--- src/rtl/ram_pkg.sv ---
// ram_pkg: shared parameter defaults and FSM encoding for ram_master.
package ram_pkg;

  localparam int unsigned DEF_DATA_W    = 16;
  localparam int unsigned DEF_ADDR_W    = 8;
  localparam int unsigned DEF_LEN_W     = 4;
  localparam int unsigned DEF_RSP_DEPTH = 4;

  // Explicit values keep the legacy 2-bit state encoding.
  typedef enum logic [1:0] {
    IDLE  = 2'd0,
    WRITE = 2'd1,
    READ  = 2'd2
  } state_t;

endpackage

--- src/rtl/ram_master_rsp_fifo.sv ---
// rsp_fifo: synchronous read-response buffer with full/empty flags and occupancy.
module rsp_fifo #(
  parameter int unsigned DEPTH = 4,
  parameter int unsigned WIDTH = 17
) (
  input  logic                       clk,
  input  logic                       rst_n,
  input  logic                       push,
  input  logic [WIDTH-1:0]           push_data,
  input  logic                       pop,
  output logic [WIDTH-1:0]           pop_data,
  output logic                       full,
  output logic                       empty,
  output logic [$clog2(DEPTH+1)-1:0] count
);

  localparam int unsigned PW = (DEPTH > 1) ? $clog2(DEPTH) : 1;
  localparam int unsigned CW = $clog2(DEPTH + 1);

  logic [WIDTH-1:0] mem [DEPTH];
  logic [PW-1:0]    wr_ptr;
  logic [PW-1:0]    rd_ptr;
  logic             do_push;
  logic             do_pop;

  function automatic logic [PW-1:0] next_ptr(input logic [PW-1:0] p);
    return (p == PW'(DEPTH - 1)) ? '0 : p + PW'(1);
  endfunction

  // Flags, guarded handshakes and head-of-queue data.
  always_comb begin
    full     = (count == CW'(DEPTH));
    empty    = (count == '0);
    do_push  = push && !full;
    do_pop   = pop && !empty;
    pop_data = mem[rd_ptr];
  end

  // Storage array; contents need no reset since empty masks the head.
  always_ff @(posedge clk) begin
    if (do_push) begin
      mem[wr_ptr] <= push_data;
    end
  end

  // Pointers and occupancy count.
  always_ff @(posedge clk or negedge rst_n) begin
    if (!rst_n) begin
      wr_ptr <= '0;
      rd_ptr <= '0;
      count  <= '0;
    end else begin
      if (do_push) wr_ptr <= next_ptr(wr_ptr);
      if (do_pop)  rd_ptr <= next_ptr(rd_ptr);
      case ({do_push, do_pop})
        2'b10:   count <= count + CW'(1);
        2'b01:   count <= count - CW'(1);
        default: count <= count;
      endcase
    end
  end

endmodule

--- src/rtl/ram_master.sv ---
// ram_master: burst command front-end driving a registered single-port RAM,
// with a credit-limited read pipeline feeding an in-order response buffer.
module ram_master
  import ram_pkg::*;
#(
  parameter int unsigned DATA_W    = DEF_DATA_W,
  parameter int unsigned ADDR_W    = DEF_ADDR_W,
  parameter int unsigned LEN_W     = DEF_LEN_W,
  parameter int unsigned RSP_DEPTH = DEF_RSP_DEPTH
) (
  input  logic              clk,
  input  logic              rst_n,
  input  logic              cmd_valid,
  output logic              cmd_ready,
  input  logic              cmd_write,
  input  logic [ADDR_W-1:0] cmd_addr,
  input  logic [LEN_W-1:0]  cmd_len,
  input  logic              wr_valid,
  output logic              wr_ready,
  input  logic [DATA_W-1:0] wr_data,
  output logic              rd_valid,
  input  logic              rd_ready,
  output logic [DATA_W-1:0] rd_data,
  output logic              rd_last,
  output logic              busy,
  output logic              ram_enable,
  output logic              ram_write_en,
  output logic [ADDR_W-1:0] ram_addr,
  output logic [DATA_W-1:0] ram_wdata,
  input  logic [DATA_W-1:0] ram_rdata
);

  localparam int unsigned CW = $clog2(RSP_DEPTH + 1);

  state_t            state;
  logic [ADDR_W-1:0] cur_addr;
  logic [LEN_W-1:0]  remaining;
  logic              pins_last;
  logic              rd_wait;
  logic              wait_last;

  logic              cmd_fire;
  logic              wr_fire;
  logic              rd_issue;
  logic              rd_pop;
  logic              rd_pins;
  logic              last_beat;
  logic [31:0]       occupancy;

  logic [DATA_W:0]   head;
  logic              fifo_full;
  logic              fifo_empty;
  logic [CW-1:0]     fifo_count;

  // Handshakes, read credit check and output decode.
  always_comb begin
    cmd_ready = (state == IDLE);
    wr_ready  = (state == WRITE);
    cmd_fire  = cmd_valid && cmd_ready;
    wr_fire   = wr_valid && wr_ready;
    last_beat = (remaining == '0);
    rd_pins   = ram_enable && !ram_write_en;
    rd_valid  = !fifo_empty;
    rd_pop    = rd_valid && rd_ready;
    rd_data   = rd_valid ? head[DATA_W-1:0] : '0;
    rd_last   = rd_valid && head[DATA_W];
    // Reads on the pins and in the RAM's output register already own a
    // buffer slot; a beat leaving this cycle frees one.
    occupancy = 32'(fifo_count) + 32'(rd_pins) + 32'(rd_wait);
    rd_issue  = (state == READ) && ((occupancy - 32'(rd_pop)) < 32'(RSP_DEPTH));
    busy      = (state != IDLE) || rd_pins || rd_wait || !fifo_empty;
  end

  // Burst FSM: latches the command, walks the address and counts beats.
  always_ff @(posedge clk or negedge rst_n) begin
    if (!rst_n) begin
      state     <= IDLE;
      cur_addr  <= '0;
      remaining <= '0;
    end else begin
      case (state)
        IDLE: begin
          if (cmd_fire) begin
            cur_addr  <= cmd_addr;
            remaining <= cmd_len;
            state     <= cmd_write ? WRITE : READ;
          end
        end
        WRITE, READ: begin
          if (wr_fire || rd_issue) begin
            cur_addr <= cur_addr + ADDR_W'(1);
            if (last_beat) state <= IDLE;
            else           remaining <= remaining - LEN_W'(1);
          end
        end
        default: state <= IDLE;
      endcase
    end
  end

  // Registered RAM pins; address and write data hold when idle.
  always_ff @(posedge clk or negedge rst_n) begin
    if (!rst_n) begin
      ram_enable   <= 1'b0;
      ram_write_en <= 1'b0;
      ram_addr     <= '0;
      ram_wdata    <= '0;
      pins_last    <= 1'b0;
    end else begin
      ram_enable   <= wr_fire || rd_issue;
      ram_write_en <= wr_fire;
      pins_last    <= rd_issue && last_beat;
      if (wr_fire || rd_issue) ram_addr  <= cur_addr;
      if (wr_fire)             ram_wdata <= wr_data;
    end
  end

  // Marks the cycle the RAM output register holds valid read data.
  always_ff @(posedge clk or negedge rst_n) begin
    if (!rst_n) begin
      rd_wait   <= 1'b0;
      wait_last <= 1'b0;
    end else begin
      rd_wait   <= rd_pins;
      wait_last <= rd_pins && pins_last;
    end
  end

  rsp_fifo #(
    .DEPTH (RSP_DEPTH),
    .WIDTH (DATA_W + 1)
  ) u_rsp_fifo (
    .clk       (clk),
    .rst_n     (rst_n),
    .push      (rd_wait),
    .push_data ({wait_last, ram_rdata}),
    .pop       (rd_pop),
    .pop_data  (head),
    .full      (fifo_full),
    .empty     (fifo_empty),
    .count     (fifo_count)
  );

  // The credit check guarantees a free slot for every returning read.
  rsp_no_overflow: assert property (@(posedge clk) disable iff (!rst_n)
    !(rd_wait && fifo_full));

endmodule

--- config.mk ---
export PLATFORM = sky130hd
export DESIGN_NAME = ram_master
export DESIGN_NICKNAME = d
export VERILOG_FILES = /design/src/rtl/ram_pkg.sv /design/src/rtl/ram_master_rsp_fifo.sv /design/src/rtl/ram_master.sv
export SDC_FILE = /design/constraint.sdc
export NUM_CORES = 1
export LEC_CHECK = 0
export CORE_MARGIN = 2
export CORE_UTILIZATION = 47
export DETAILED_ROUTE_END_ITERATION = 6
export PLACE_DENSITY = 0.83
export SYNTH_ARGS = -nofsm -noshare
export SYNTH_HDL_FRONTEND = slang
export SYNTH_SLANG_ARGS = --single-unit
export TNS_END_PERCENT = 5
--- constraint.sdc ---
create_clock -name clk -period 2.9 [get_ports clk]
set_input_delay 0.58 -clock clk [delete_from_list [all_inputs] [get_ports clk]]
set_output_delay 0.58 -clock clk [all_outputs]
set_load 0.02 [all_outputs]
* Word-level counts from Yosys, hierarchy flattened
Memories as Yosys holds them, arrays and structs flattened. Index checks and enable logic that the tools add are counted.
Storage, ports and cells: register bits after elaboration 50, word-level logic and storage cells 80, input bits 50, memories 1, output and inout bits 47, bits in writable memories 68
Cells by class: add/sub/neg operators 9, reductions and logical operators 27, muxes and demuxes 18, eq/ne operators 11, magnitude comparators 1
Memory list:
- u_rsp_fifo.mem | depth 4, bits a word 17, read ports 1, clocked after memory_dff 0, write ports 1, RTL line ram_master_rsp_fifo.sv:20 | logic [WIDTH-1:0] mem [DEPTH];
Operator list (count):
- less-than comparator 32 x 3 -> 1 bit, second input constant | 1
- 2-to-1 mux 16 bit | 1
- 2-to-1 mux 8 bit | 2
- case mux 8 bit (2 select lines) | 1
- 2-to-1 mux 2 bit | 6
- 2-to-1 mux 4 bit | 3
- logical AND 1 bit | 10
- adder 8 x 1 -> 8 bit, second input constant | 1
- == test 2 bit, second input constant | 4
- case mux 4 bit (2 select lines) | 1
- != test 2 bit, second input constant | 3
- case mux 3 bit (2 select lines) | 1
- AND reduction 3 bit | 2
- nonzero test 2 bit | 3
- subtractor 5 x 1 -> 6 bit | 1
- adder 4 x 1 -> 5 bit | 1
- adder 2 x 1 -> 2 bit, second input constant | 2
- adder 3 x 1 -> 4 bit | 1
- == test 2 x 1 -> 1 bit, second input constant | 2
- zero test 4 bit | 1
- logical OR 1 bit | 4
- case mux 2 bit (2 select lines) | 1
- AND reduction 4 bit | 1
- subtractor 4 x 1 -> 4 bit, second input constant | 1
- other kinds (9) | 12

* Logic depth before layout (Yosys ltp)
depth after elaboration 10, gate-level depth with buffers 14, depth with buffers taken out 13

* Modules after synthesis
A second synthesis with hierarchy kept.
Unflattened totals: cells, all modules 360, area total of the unflattened synthesis 5321.4 sq um
By module, submodules not included:
- rsp_fifo | cells each 129, area an instance 2946.6 sq um, seq. area each 2217.1 sq um, instances 1
- ram_master | cells each 231, area an instance 2374.8 sq um, seq. area each 1076.0 sq um, instances 1

* Worst setup path before layout
No wires, ideal clock.
path kind reg2reg, start point register u_rsp_fifo.count[0], end point register cur_addr[3], arrival time 3.361 ns, stages on the path, launching flop included 14, clock period less this slack 3.447 ns, slack -0.547 ns, data required time 2.814 ns, library setup time 0.086 ns, cells stage by stage dfrtp_1 -> nor3_1 -> inv_1 -> nand2_1 -> inv_1 -> ha_1 -> inv_1 -> ha_1 -> and3_1 -> or2_0 -> o211a_1 -> buf_6 -> o311a_1 -> nor3_1
Between the ends: longest elaborated chain between the ends 9, elaborated cells between the ends (all ways) 11, those cells by class add/sub (3); order compare (1); eq/ne (1); reduce/logical (6)
Ends and longest elaborated chain:
- from (decl) | RTL line ram_master_rsp_fifo.sv:14 | output logic [$clog2(DEPTH+1)-1:0] count
- from (signal assigned) | RTL line ram_master_rsp_fifo.sv:56 | 2'b10: count <= count + CW'(1);
- from (signal assigned) | RTL line ram_master_rsp_fifo.sv:57 | 2'b01: count <= count - CW'(1);
- from (signal assigned) | RTL line ram_master_rsp_fifo.sv:58 | default: count <= count;
- zero test 3 bit | RTL line ram_master_rsp_fifo.sv:33 | empty = (count == '0);
- zero test 1 bit | RTL line ram_master.sv:63 | rd_valid = !fifo_empty;
- net rd_valid | RTL line ram_master.sv:21 | output logic rd_valid,
- logical AND 1 bit | RTL line ram_master.sv:64 | rd_pop = rd_valid && rd_ready;
- subtractor 5 x 1 -> 6 bit | RTL line ram_master.sv:70 | rd_issue = (state == READ) && ((occupancy - 32'(rd_pop)) < 32'(RSP_DEPTH));
- less-than comparator 32 x 3 -> 1 bit | RTL line ram_master.sv:70
- logical AND 1 bit | RTL line ram_master.sv:70
- logical OR 1 bit | RTL line ram_master.sv:90 | if (wr_fire || rd_issue) begin
- != test 2 bit (no source line)
- AND reduction 3 bit (no source line)
- to (signal assigned) | RTL line ram_master.sv:84 | cur_addr <= cmd_addr;
- to (signal assigned) | RTL line ram_master.sv:91 | cur_addr <= cur_addr + ADDR_W'(1);
- to (decl) | RTL line ram_master.sv:36 | logic [ADDR_W-1:0] cur_addr;
The timed path passes the listed nets, and every way through them passes these cells. A chain may end at the register's enable or synchronous reset.

* Worst setup path after layout
start point register u_rsp_fifo.count[2], end point register cur_addr[5]
Between the ends: longest elaborated chain between the ends 9, elaborated cells between the ends (all ways) 11, those cells by class add/sub (3); order compare (1); eq/ne (1); reduce/logical (6)
Ends and longest elaborated chain (RTL line):
- branches (longest 3 deep; another with adder 4 x 1 -> 5 bit)
- subtractor 5 x 1 -> 6 bit * | ram_master.sv:70
- less-than comparator 32 x 3 -> 1 bit * | ram_master.sv:70
- logical AND 1 bit * | ram_master.sv:70
- logical OR 1 bit * | ram_master.sv:90
- != test 2 bit (no source line) *
- AND reduction 3 bit (no source line) *
Mark *: on every way between the ends.

==> results.sh <==
export IMPL_status="complete, no violations"
export IMPL_avgSynthCellArea_um2=14.1
export IMPL_fmax_ghz=0.355
export IMPL_die_area_um2=12000
export IMPL_insertion_delay_ns=0.52
export IMPL_dr_first_iter_drc_count=197
export IMPL_hold_path_class="in2async"
export IMPL_crit_reg2reg_launch="u_rsp_fifo.count[2]"
export IMPL_gp_congestion=0.876
export IMPL_wl_um=11800
export IMPL_finalNetCount=565
export IMPL_wl_met3_um=742
export IMPL_cts_tree="yes"
export IMPL_cts_root_buf="clkbuf_8"
export IMPL_hold_worst_slack_ns=0.0366
export IMPL_cts_sinks=118
export IMPL_grt_pass1_wl_um=18300
export IMPL_cp_end_kind="flop"
export IMPL_ant_nets=0
export IMPL_grt_total_usage_pct=20.6
export IMPL_vias=3610
export IMPL_wl_per_cell_um=18.1
export IMPL_die_x_um=110
export IMPL_hold_viol=0
export IMPL_synth_seq_cells=118
export IMPL_setup_viol=0
export IMPL_cp_start_kind="flop"
export IMPL_period_needed_ns=2.81
export IMPL_p_per_area_nw_per_um2=1120
export IMPL_drv_slew=0
export IMPL_synth_area_leaders="edfxtp_1 39%, dfrtp_1 24%, mux4_2 7.3%"
export IMPL_clock_skew_ns=0.00707
export IMPL_top_level_ports=97
export IMPL_drc_errors=0
export IMPL_reg2reg_setup_slack_ns=0.09
export IMPL_port_buffers=96
export IMPL_async_flop_share_pct=42.4
export IMPL_drive_above_1_share_pct=21.3
export IMPL_worst_path_most_repeated_cell="inv_2"
export IMPL_tightest_slew_ns=0.574
export IMPL_syn_nets=440
export IMPL_final_core_util_pct=65.6
export IMPL_crit_slowest_cell="or4_1"
export IMPL_grt_pass1_vias=3709
export IMPL_grt_ovfl_total=0
export IMPL_clockBufferDepth=2
export IMPL_path_class="reg2reg"
export IMPL_n_antenna_cell=0
export IMPL_core_area_um2=10900
export IMPL_r2r_cells=12
export IMPL_rr_endpoint="cur_addr[5]"
export IMPL_ys_top_cells_by_count="68 x edfxtp_1, 50 x dfrtp_1, 24 x inv_1"
export IMPL_p_leak_nw=2.78
export IMPL_h_tree_depth=4
export IMPL_area_delta_synth_final_pct=36.2
export IMPL_synth_most_common_cell="edfxtp_1"
export IMPL_yosys_area_top_type="edfxtp_1"
export IMPL_wl_met2_um=6270
export IMPL_nFillCells=782
export IMPL_synthFlopType="edfxtp_1"
export IMPL_cp_cell_sequence="nor3_4 -> inv_2 -> nand2_2 -> inv_2 -> ha_4 -> inv_1 -> ha_1 -> and3_4 -> or2_4 -> o211a_4 -> or4_1 -> nand3_1"
export IMPL_synth_edff_count=68
export IMPL_grt_max_degree=31
export IMPL_cp_top_family="simple AND/OR/NAND/NOR gates"
export IMPL_met1_length_um=4590
export IMPL_slew_headroom_pct=61.7
export IMPL_max_stage_delay_ns=0.55
export IMPL_cts_buffers=17
export IMPL_crit_buf_inv=3
export IMPL_die_h_um=110
export IMPL_clk_pin_slew_ns=0.06
export IMPL_yosysUniqueCellTypes=48
export IMPL_critPathMaxFanout=5
export IMPL_crit_arrival_ns=3.26
export IMPL_layout_cells_non_filler=651
export IMPL_yosysSeqAreaShare_pct=62.7
export IMPL_worstPathRequired_ns=3.35
export IMPL_top_layer="met4"
export IMPL_start_util_pct=48.2
export IMPL_syn_area_um2=5250
export IMPL_fin_crit_sh_pct=97.0
export IMPL_drt_pre_antenna_iters=6
export IMPL_antenna_found_initial=0
export IMPL_tns_ns=0
export IMPL_vdd_drop_max_uv=687
export IMPL_vias_per_cell=5.55
export IMPL_syn_inst=373
export IMPL_dpl_cell_count=617
export IMPL_drv_cap=0
export IMPL_num_rows=38
export IMPL_yosysWarningCount=0
export IMPL_yosys_area_top_type_share_pct=38.9
export IMPL_rsz0062_at_grt="no"
export IMPL_dp_hpwl_um=7690
==> kinds of logic (layout without fill, tap and decap cells) <==
family	count (synthesis)	after routing	synth area share (%)
mux	42	42	12.6
simple gates	97	97	9.75
compound gates	53	53	6.82
xor+xnor	4	4	0.668
fa+ha+maj	17	17	4.20
flops	118	118	62.7
buf+inv	42	180	3.24
==> worst register-to-register path, cell delays in order (launching register included) <==
cell,delay (ns)
dfrtp_1,0.42
nor3_4,0.20
inv_2,0.07
nand2_2,0.08
inv_2,0.05
ha_4,0.24
inv_1,0.04
ha_1,0.28
and3_4,0.18
or2_4,0.23
o211a_4,0.28
or4_1,0.55
nand3_1,0.12
==> layout make-up <==
class / instances / area [um2] / share of cell area, %
clock buffers: 20 / 425 / 5.95
clock inverters: 12 / 129 / 1.80
inverters: 26 / 101 / 1.42
multi-input cells: 213 / 1860 / 26.0
flip-flops and latches: 118 / 3290 / 46.1
well taps: 140 / 175 / 2.45
repair buffers: 122 / 1160 / 16.3
==> worst max path at each step <==
stage	from	endpoint	cells after the start
after floorplan	u_rsp_fifo.count[1]	cur_addr[5]	13
after global placement	rd_ready	cur_addr[5]	12
after detailed placement	rd_ready	cur_addr[3]	12
after CTS	u_rsp_fifo.count[1]	cur_addr[7]	13
after global routing	u_rsp_fifo.count[2]	cur_addr[4]	13
final	u_rsp_fifo.count[2]	cur_addr[5]	12
==> routing by layer <==
layer  GRT usage [%]  vias to the layer above
li1                -                     1647
met1            23.4                     1786
met2            36.6                      156
met3            5.81                       21
met4            8.05                        0
met5               0                        -
==> layout by cell type (no fill, tap or decap), types with 3 or more instances in the layout <==
cell / Yosys / routed
clkbuf_1: 10 / 3
nand2b_1: 3 / 3
dfrtp_1: 50 / 49
nor3_1: 8 / 5
nor2_1: 12 / 12
mux2_2: 22 / 22
and2_1: 5 / 5
nor2b_1: 23 / 23
mux4_2: 17 / 17
a311oi_1: 5 / 5
clkinvlp_4: 0 / 3
clkdlybuf4s50_1: 0 / 80
buf_4: 0 / 22
o21ai_0: 17 / 17
mux2i_1: 3 / 3
inv_1: 24 / 22
edfxtp_1: 68 / 68
o22ai_1: 8 / 8
inv_2: 1 / 3
o211ai_1: 7 / 7
nand2_1: 19 / 18
clkinv_2: 0 / 3
nand3_1: 14 / 14
clkbuf_16: 0 / 16
dlygate4sd2_1: 0 / 15
nand4_1: 3 / 3
ha_1: 16 / 15
==> report_power, final <==
| group | leakage, nW | internal [mW] | total [mW] | switching [mW] |
|---|---|---|---|---|
| logic | 1.29 | 1.66 | 3.49 | 1.84 |
| registers | 1.22 | 2.21 | 2.53 | 0.314 |
| clock network | 0.267 | 1.22 | 1.96 | 0.736 |
| total | 2.78 | 5.09 | 7.98 | 2.89 |
==> metrics by stage <==
step	total power, mW	instance area, um2	setup WS, ns
after floorplan	4.58	5260	-0.0128
after global placement	5.87	6530	-0.236
after detailed placement	6.02	6530	-0.275
after CTS	7.91	7060	0.0141
after global routing	8.44	7150	0.00247
final	7.98	7150	0.0860
==> registers in the layout, summed over array words and instances (netlist names), 2 cells and up <==
signal             count
state                  2
u_rsp_fifo.rd_ptr      2
remaining              4
cur_addr               8
ram_addr               8
u_rsp_fifo.count       3
u_rsp_fifo.mem        68
ram_wdata             16
u_rsp_fifo.wr_ptr      2
==> what timing repair did <==
action | CTS | global route
pin swaps | 0 | 7
setup buffers | 0 | 2
hold buffers | 0 | 0
gates resized for setup | 16 | 15
setup endpoints to repair | 15 | 15
(Power assumes the default switching activity.)
==> RTL edit 1 (config.mk and constraints unchanged) <==
The 3 states of `state_t` get a one-hot encoding in 3 bits.
--- a/src/rtl/ram_pkg.sv
+++ b/src/rtl/ram_pkg.sv
@@ -7,10 +7,10 @@
   localparam int unsigned DEF_RSP_DEPTH = 4;
 
   // Explicit values keep the legacy 2-bit state encoding.
-  typedef enum logic [1:0] {
-    IDLE  = 2'd0,
-    WRITE = 2'd1,
-    READ  = 2'd2
+  typedef enum logic [2:0] {
+    IDLE  = 3'b001,
+    WRITE = 3'b010,
+    READ  = 3'b100
   } state_t;
 
 endpackage
Behaviour: no difference found for any inputs over 4 cycles, from zero or initial values and one cycle with rst_n low; so few cycles prove little.
==> RTL edit 1 against the original RTL <==
Non-clock buffer count shrank 2; maximum frequency fell by 1.1%; combinational power down 17%; die area down 1.3%; critical endpoint is now cur_addr[4]$_DFFE_PN0P_; highest routed layer unchanged; cell area down 1.4%; worst setup slack got worse by 0.032 ns; count of clock-buffer cells in the layout is 3 lower; sequential share of layout area is 1.0 points higher; sequential cell count grew 1; cell count is 4.8% lower; synthesized area decreased by 1.3%; total power is 9.0% lower; wire length down 7.5%.
==> RTL edit 1: results (changes against the original RTL) <==
* Status: complete, no violations (unchanged)
* Pre-CTS worst setup slack at -0.338 ns (was -0.275 ns)
* Pin count of the biggest net entering global routing at 30 (was 31)
* Post-Route M1 WL at 4.46 mm (was 4.59 mm)
* Non-clk bufs at 120 (was 122)
* Final Skew at 0.0114 ns (was 0.00707 ns)
* Final HPWL DP at 7.36 mm (was 7.69 mm)
* Met1 usage at 23.7% (was 23.4%)
* WL met3 at 845 um (was 742 um)
* Crit-path max cell delay at 0.49 ns (was 0.55 ns)
* Synth Area in Adders at 3.53% (was 4.20%)
* Core footprint at 10800 um2 (was 10900 um2)
* Register area at 3320 um2 (was 3290 um2)
* Synth top cells by count: edfxtp_1 (68), dfrtp_1 (50), mux2_2 (25), nor2b_1 (23) (was edfxtp_1 (68), dfrtp_1 (50), inv_1 (24), nor2b_1 (23), mux2_2 (22))
* Max IR drop VDD at 0.562 mV (was 0.687 mV)
* NonClk Buf Share at 16.3% (about the same)
* CP arrival at 3.27 ns (was 3.26 ns)
* Synth Area in XOR/XNOR at 0.676% (was 0.667%)
* Met2 routed WL at 5.52 mm (was 6.27 mm)
* Design area at 7050 um2 (was 7150 um2)
* Sw Pwr at 2.50 mW (was 2.89 mW)
* Via count at 3376 (was 3610)
* Total power at 7.26 mW (was 7.98 mW)
* Worst-Margin Slew at 0.838 ns (was 0.574 ns)
* Comb pwr at 2.91 mW (was 3.49 mW)
* Layout net count at 531 (was 565)
* Post-synthesis instance total at 342 (was 373)
* Non-Filler Instances at 620 (was 651)
* Top cells by area, synth: edfxtp_1 (39%), dfrtp_1 (24%), mux4_2 (7.4%) (was edfxtp_1 (39%), dfrtp_1 (24%), mux4_2 (7.3%))
* Synth Area in Compound Gates at 7.44% (was 6.82%)
* Seq/Total Area, Yosys at 64.1% (was 62.7%)
* DRT iter0 DRCs at 173 (was 197)
* Drt first pass iters at 5 (was 6)
* Share of cells above drive strength 1 at 24.4% (was 21.3%)
* Number of fill cells at 755 (was 782)
* Clock Sinks at 119 (was 118)
* Distinct cells, synth at 55 (was 48)
* Seq pwr at 2.40 mW (was 2.53 mW)
* Vias in the first global route at 3544 (was 3709)
* Met2 Use GR at 34.6% (was 36.6%)
* First-pass GRT wire length at 17.7 mm (was 18.3 mm)
* Multi-input combinational area share at 25.2% (was 26.0%)
* Placer Congestion at 0.824 (was 0.876)
## RTL edit 1: cell count changes in the layout (fill, tap and decap cells not counted), sizes merged, moves of 5 or more
cell and delta:
a211oi +6, a21oi +6, a2bb2oi +8, a311oi -5, nand3 -8, nor3 -6, o211ai -6, o21ai -8
o22ai -6
## RTL edit 1: final timing paths
kind,startpoint,slack [ns],cells after the start,endpoint
worst max register to register,u_rsp_fifo.count[0]$_DFFE_PN0P_,0.05,13,cur_addr[4]$_DFFE_PN0P_
min in group clk,pins_last$_DFF_PN0_,0.47,1,wait_last$_DFF_PN0_
worst min register to register,pins_last$_DFF_PN0_,0.47,1,wait_last$_DFF_PN0_
max in group asynchronous,rst_n,2.05,2,u_rsp_fifo.count[1]$_DFFE_PN0P_
worst min-delay path,rst_n,0.05,1,ram_addr[3]$_DFFE_PN0P_
worst max-delay path,u_rsp_fifo.count[0]$_DFFE_PN0P_,0.05,13,cur_addr[4]$_DFFE_PN0P_
==> RTL edit 2 (same settings) <==
Without the edit above. Set the package constant `DEF_ADDR_W` to 9 (it was 8).
--- a/src/rtl/ram_pkg.sv
+++ b/src/rtl/ram_pkg.sv
@@ -2,7 +2,7 @@
 package ram_pkg;
 
   localparam int unsigned DEF_DATA_W    = 16;
-  localparam int unsigned DEF_ADDR_W    = 8;
+  localparam int unsigned DEF_ADDR_W    = 9;
   localparam int unsigned DEF_LEN_W     = 4;
   localparam int unsigned DEF_RSP_DEPTH = 4;
 
Ports: changed (resized cmd_addr and ram_addr); port bits go from 97 to 99. The function was not compared with the original's and may differ.
==> RTL edit 2 against the original RTL <==
Synthesized area increased by 1.6%; wire length decreased by 2.6%; hold slack improved by 0.14 ns; sequential cell count increased by 2; worst setup slack improved by 0.016 ns; cell area increased by 2.4%; clock power increased by 7%; register-to-register slack improved by 0.03 ns; total power increased by 8.0%; critical endpoint is now rd_last; highest routed layer unchanged.
==> RTL edit 2: results (changes against the original RTL) <==
* Primary FF master, synth: edfxtp_1 (unchanged)
* CTS Buf Count at 17 (unchanged)
* Start of the worst register-to-register path: u_rsp_fifo.count[1]$_DFFE_PN0P_ (was u_rsp_fifo.count[2]$_DFFE_PN0P_)
* Placer Congestion at 0.842 (was 0.876)
* Antenna diodes at 0 (unchanged)
* Drt first pass iters at 4 (was 6)
* Max IR drop VDD at 0.679 mV (was 0.687 mV)
* Biggest regs: u_rsp_fifo.mem x68, ram_wdata x16 (unchanged)
* Status: complete, no violations (unchanged)
* First-pass GRT wire length at 18.8 mm (was 18.3 mm)
* Layout net count at 568 (was 565)
* Setup slack, reg-to-reg at 0.12 ns (was 0.09 ns)
* Ys async rst share at 43.3% (was 42.4%)
* Worst-Skew Late Latency at 0.40 ns (was 0.52 ns)
* Vias/cell at 5.39 (was 5.55)
* Synth top cells by count: edfxtp_1 (68), dfrtp_1 (52), inv_1 (28), mux2_2 (23) (was edfxtp_1 (68), dfrtp_1 (50), inv_1 (24), nor2b_1 (23), mux2_2 (22))
* HP Class: input port to async pin (unchanged)
* Avg WL per Cell at 17.6 um (was 18.1 um)
* Seq/Total Area, Yosys at 62.7% (about the same)
* Worst reg2reg path depth at 13 (was 12)
* H-tree depth at 4 (unchanged)
* R2R Path End: cur_addr[7]$_DFFE_PN0P_ (was cur_addr[5]$_DFFE_PN0P_)
* Reg clk slew, reported paths at 0.06 ns (about the same)
* P_leak at 2.83 nW (was 2.78 nW)
* CP max FO at 17 (was 5)
* Post-synth net total at 443 (was 440)
* Post-synth EDFFs at 68 (unchanged)
* Final HPWL DP at 7.85 mm (was 7.69 mm)
* Final Skew at 0.00798 ns (was 0.00707 ns)
* Warnings from Yosys at 0 (unchanged)
* Share of cells above drive strength 1 at 23.0% (was 21.3%)
* Port Buf Inserts at 98 (was 96)
* DRT iter0 DRCs at 185 (was 197)
* Distinct cells, synth at 52 (was 48)
* Slew Limit Headroom at 57.4% (was 61.7%)
* Root Buffer: clkbuf_16 (was clkbuf_8)
* Initial antenna violation count at 0 (unchanged)
* Top cells by area, synth: edfxtp_1 (38%), dfrtp_1 (24%), mux4_2 (7.2%) (was edfxtp_1 (39%), dfrtp_1 (24%), mux4_2 (7.3%))
* Vias in the first global route at 3723 (was 3709)
* GRT Overall Usage at 19.4% (was 20.6%)
* Final setup fails at 0 (unchanged)
* Pin count of the biggest net entering global routing at 31 (unchanged)
* Clk buf depth at 2 (unchanged)
## RTL edit 2: cell families after synthesis
kind of cell	after synthesis	share of synthesized area, %
fa+ha+maj	17	4.13
xor+xnor	4	0.657
flops	120	62.7
buf+inv	46	3.38
compound gates	54	7.15
simple gates	92	9.59
mux	42	12.4
## RTL edit 2: power by group
| part | internal [mW] | switching (mW) |
|---|---|---|
| clock | 1.29 | 0.800 |
| combinational | 1.92 | 2.02 |
| sequential | 2.28 | 0.310 |
## RTL edit 2: what timing repair did
item                       4_1_cts  5_1_grt
pin swaps                        0        3
resized for setup                1       13
setup endpoints to repair        1       26
buffers inserted                 0        0
hold buffers                     0        0
## RTL edit 2: final cells by class
| type | instances | area, um2 |
|---|---|---|
| clock inverter | 14 | 164 |
| fill | 767 | 3620 |
| sequential | 120 | 3350 |
| tap | 140 | 175 |
| multi-input combinational | 209 | 1890 |
| inverter | 29 | 109 |
| timing repair buffer | 123 | 1200 |
| clock buffer | 18 | 429 |
## RTL edit 2: worst max path at each step
stage | startpoint | endpoint | slack [ns]
5_1_grt | u_rsp_fifo.count[1]$_DFFE_PN0P_ | cur_addr[7]$_DFFE_PN0P_ | -0.05
6_report | u_rsp_fifo.rd_ptr[0]$_DFFE_PN0P_ | rd_last | 0.10
3_5_place_dp | rd_ready | cur_addr[7]$_DFFE_PN0P_ | -0.27
4_1_cts | u_rsp_fifo.rd_ptr[0]$_DFFE_PN0P_ | rd_last | 0.006
3_3_place_gp | rd_ready | cur_addr[7]$_DFFE_PN0P_ | -0.22
2_1_floorplan | u_rsp_fifo.count[1]$_DFFE_PN0P_ | cur_addr[7]$_DFFE_PN0P_ | 0.01
## RTL edit 2: metrics by stage
step / std cells / setup slack, ns / hold slack [ns] / total power [mW] / cell area, um2
after floorplan: 375 / 0.0149 / 0.284 / 4.91 / 5350
after global routing: 653 / -0.0505 / 0.195 / 9.11 / 7320
after detailed placement: 621 / -0.270 / 0.441 / 6.46 / 6660
after global placement: 621 / -0.216 / 0.431 / 6.33 / 6660
final: 653 / 0.102 / 0.172 / 8.62 / 7320
after CTS: 653 / 0.00566 / 0.174 / 8.58 / 7250
## RTL edit 2: worst max-delay path, stage by stage (launching register included)
cell	delay [ns]
dfrtp_2	0.41
buf_12	0.20
mux4_2	0.51
nor2b_1	0.15
clkdlybuf4s50_1	0.54
## RTL edit 2: metal layers
layer	global-route usage, %	up-vias	routed length, um
li1	-	1654	-
met1	23.5	1744	4700
met2	33.8	111	6200
met3	4.50	11	458
met4	7.33	0	118
met5	0	-	0
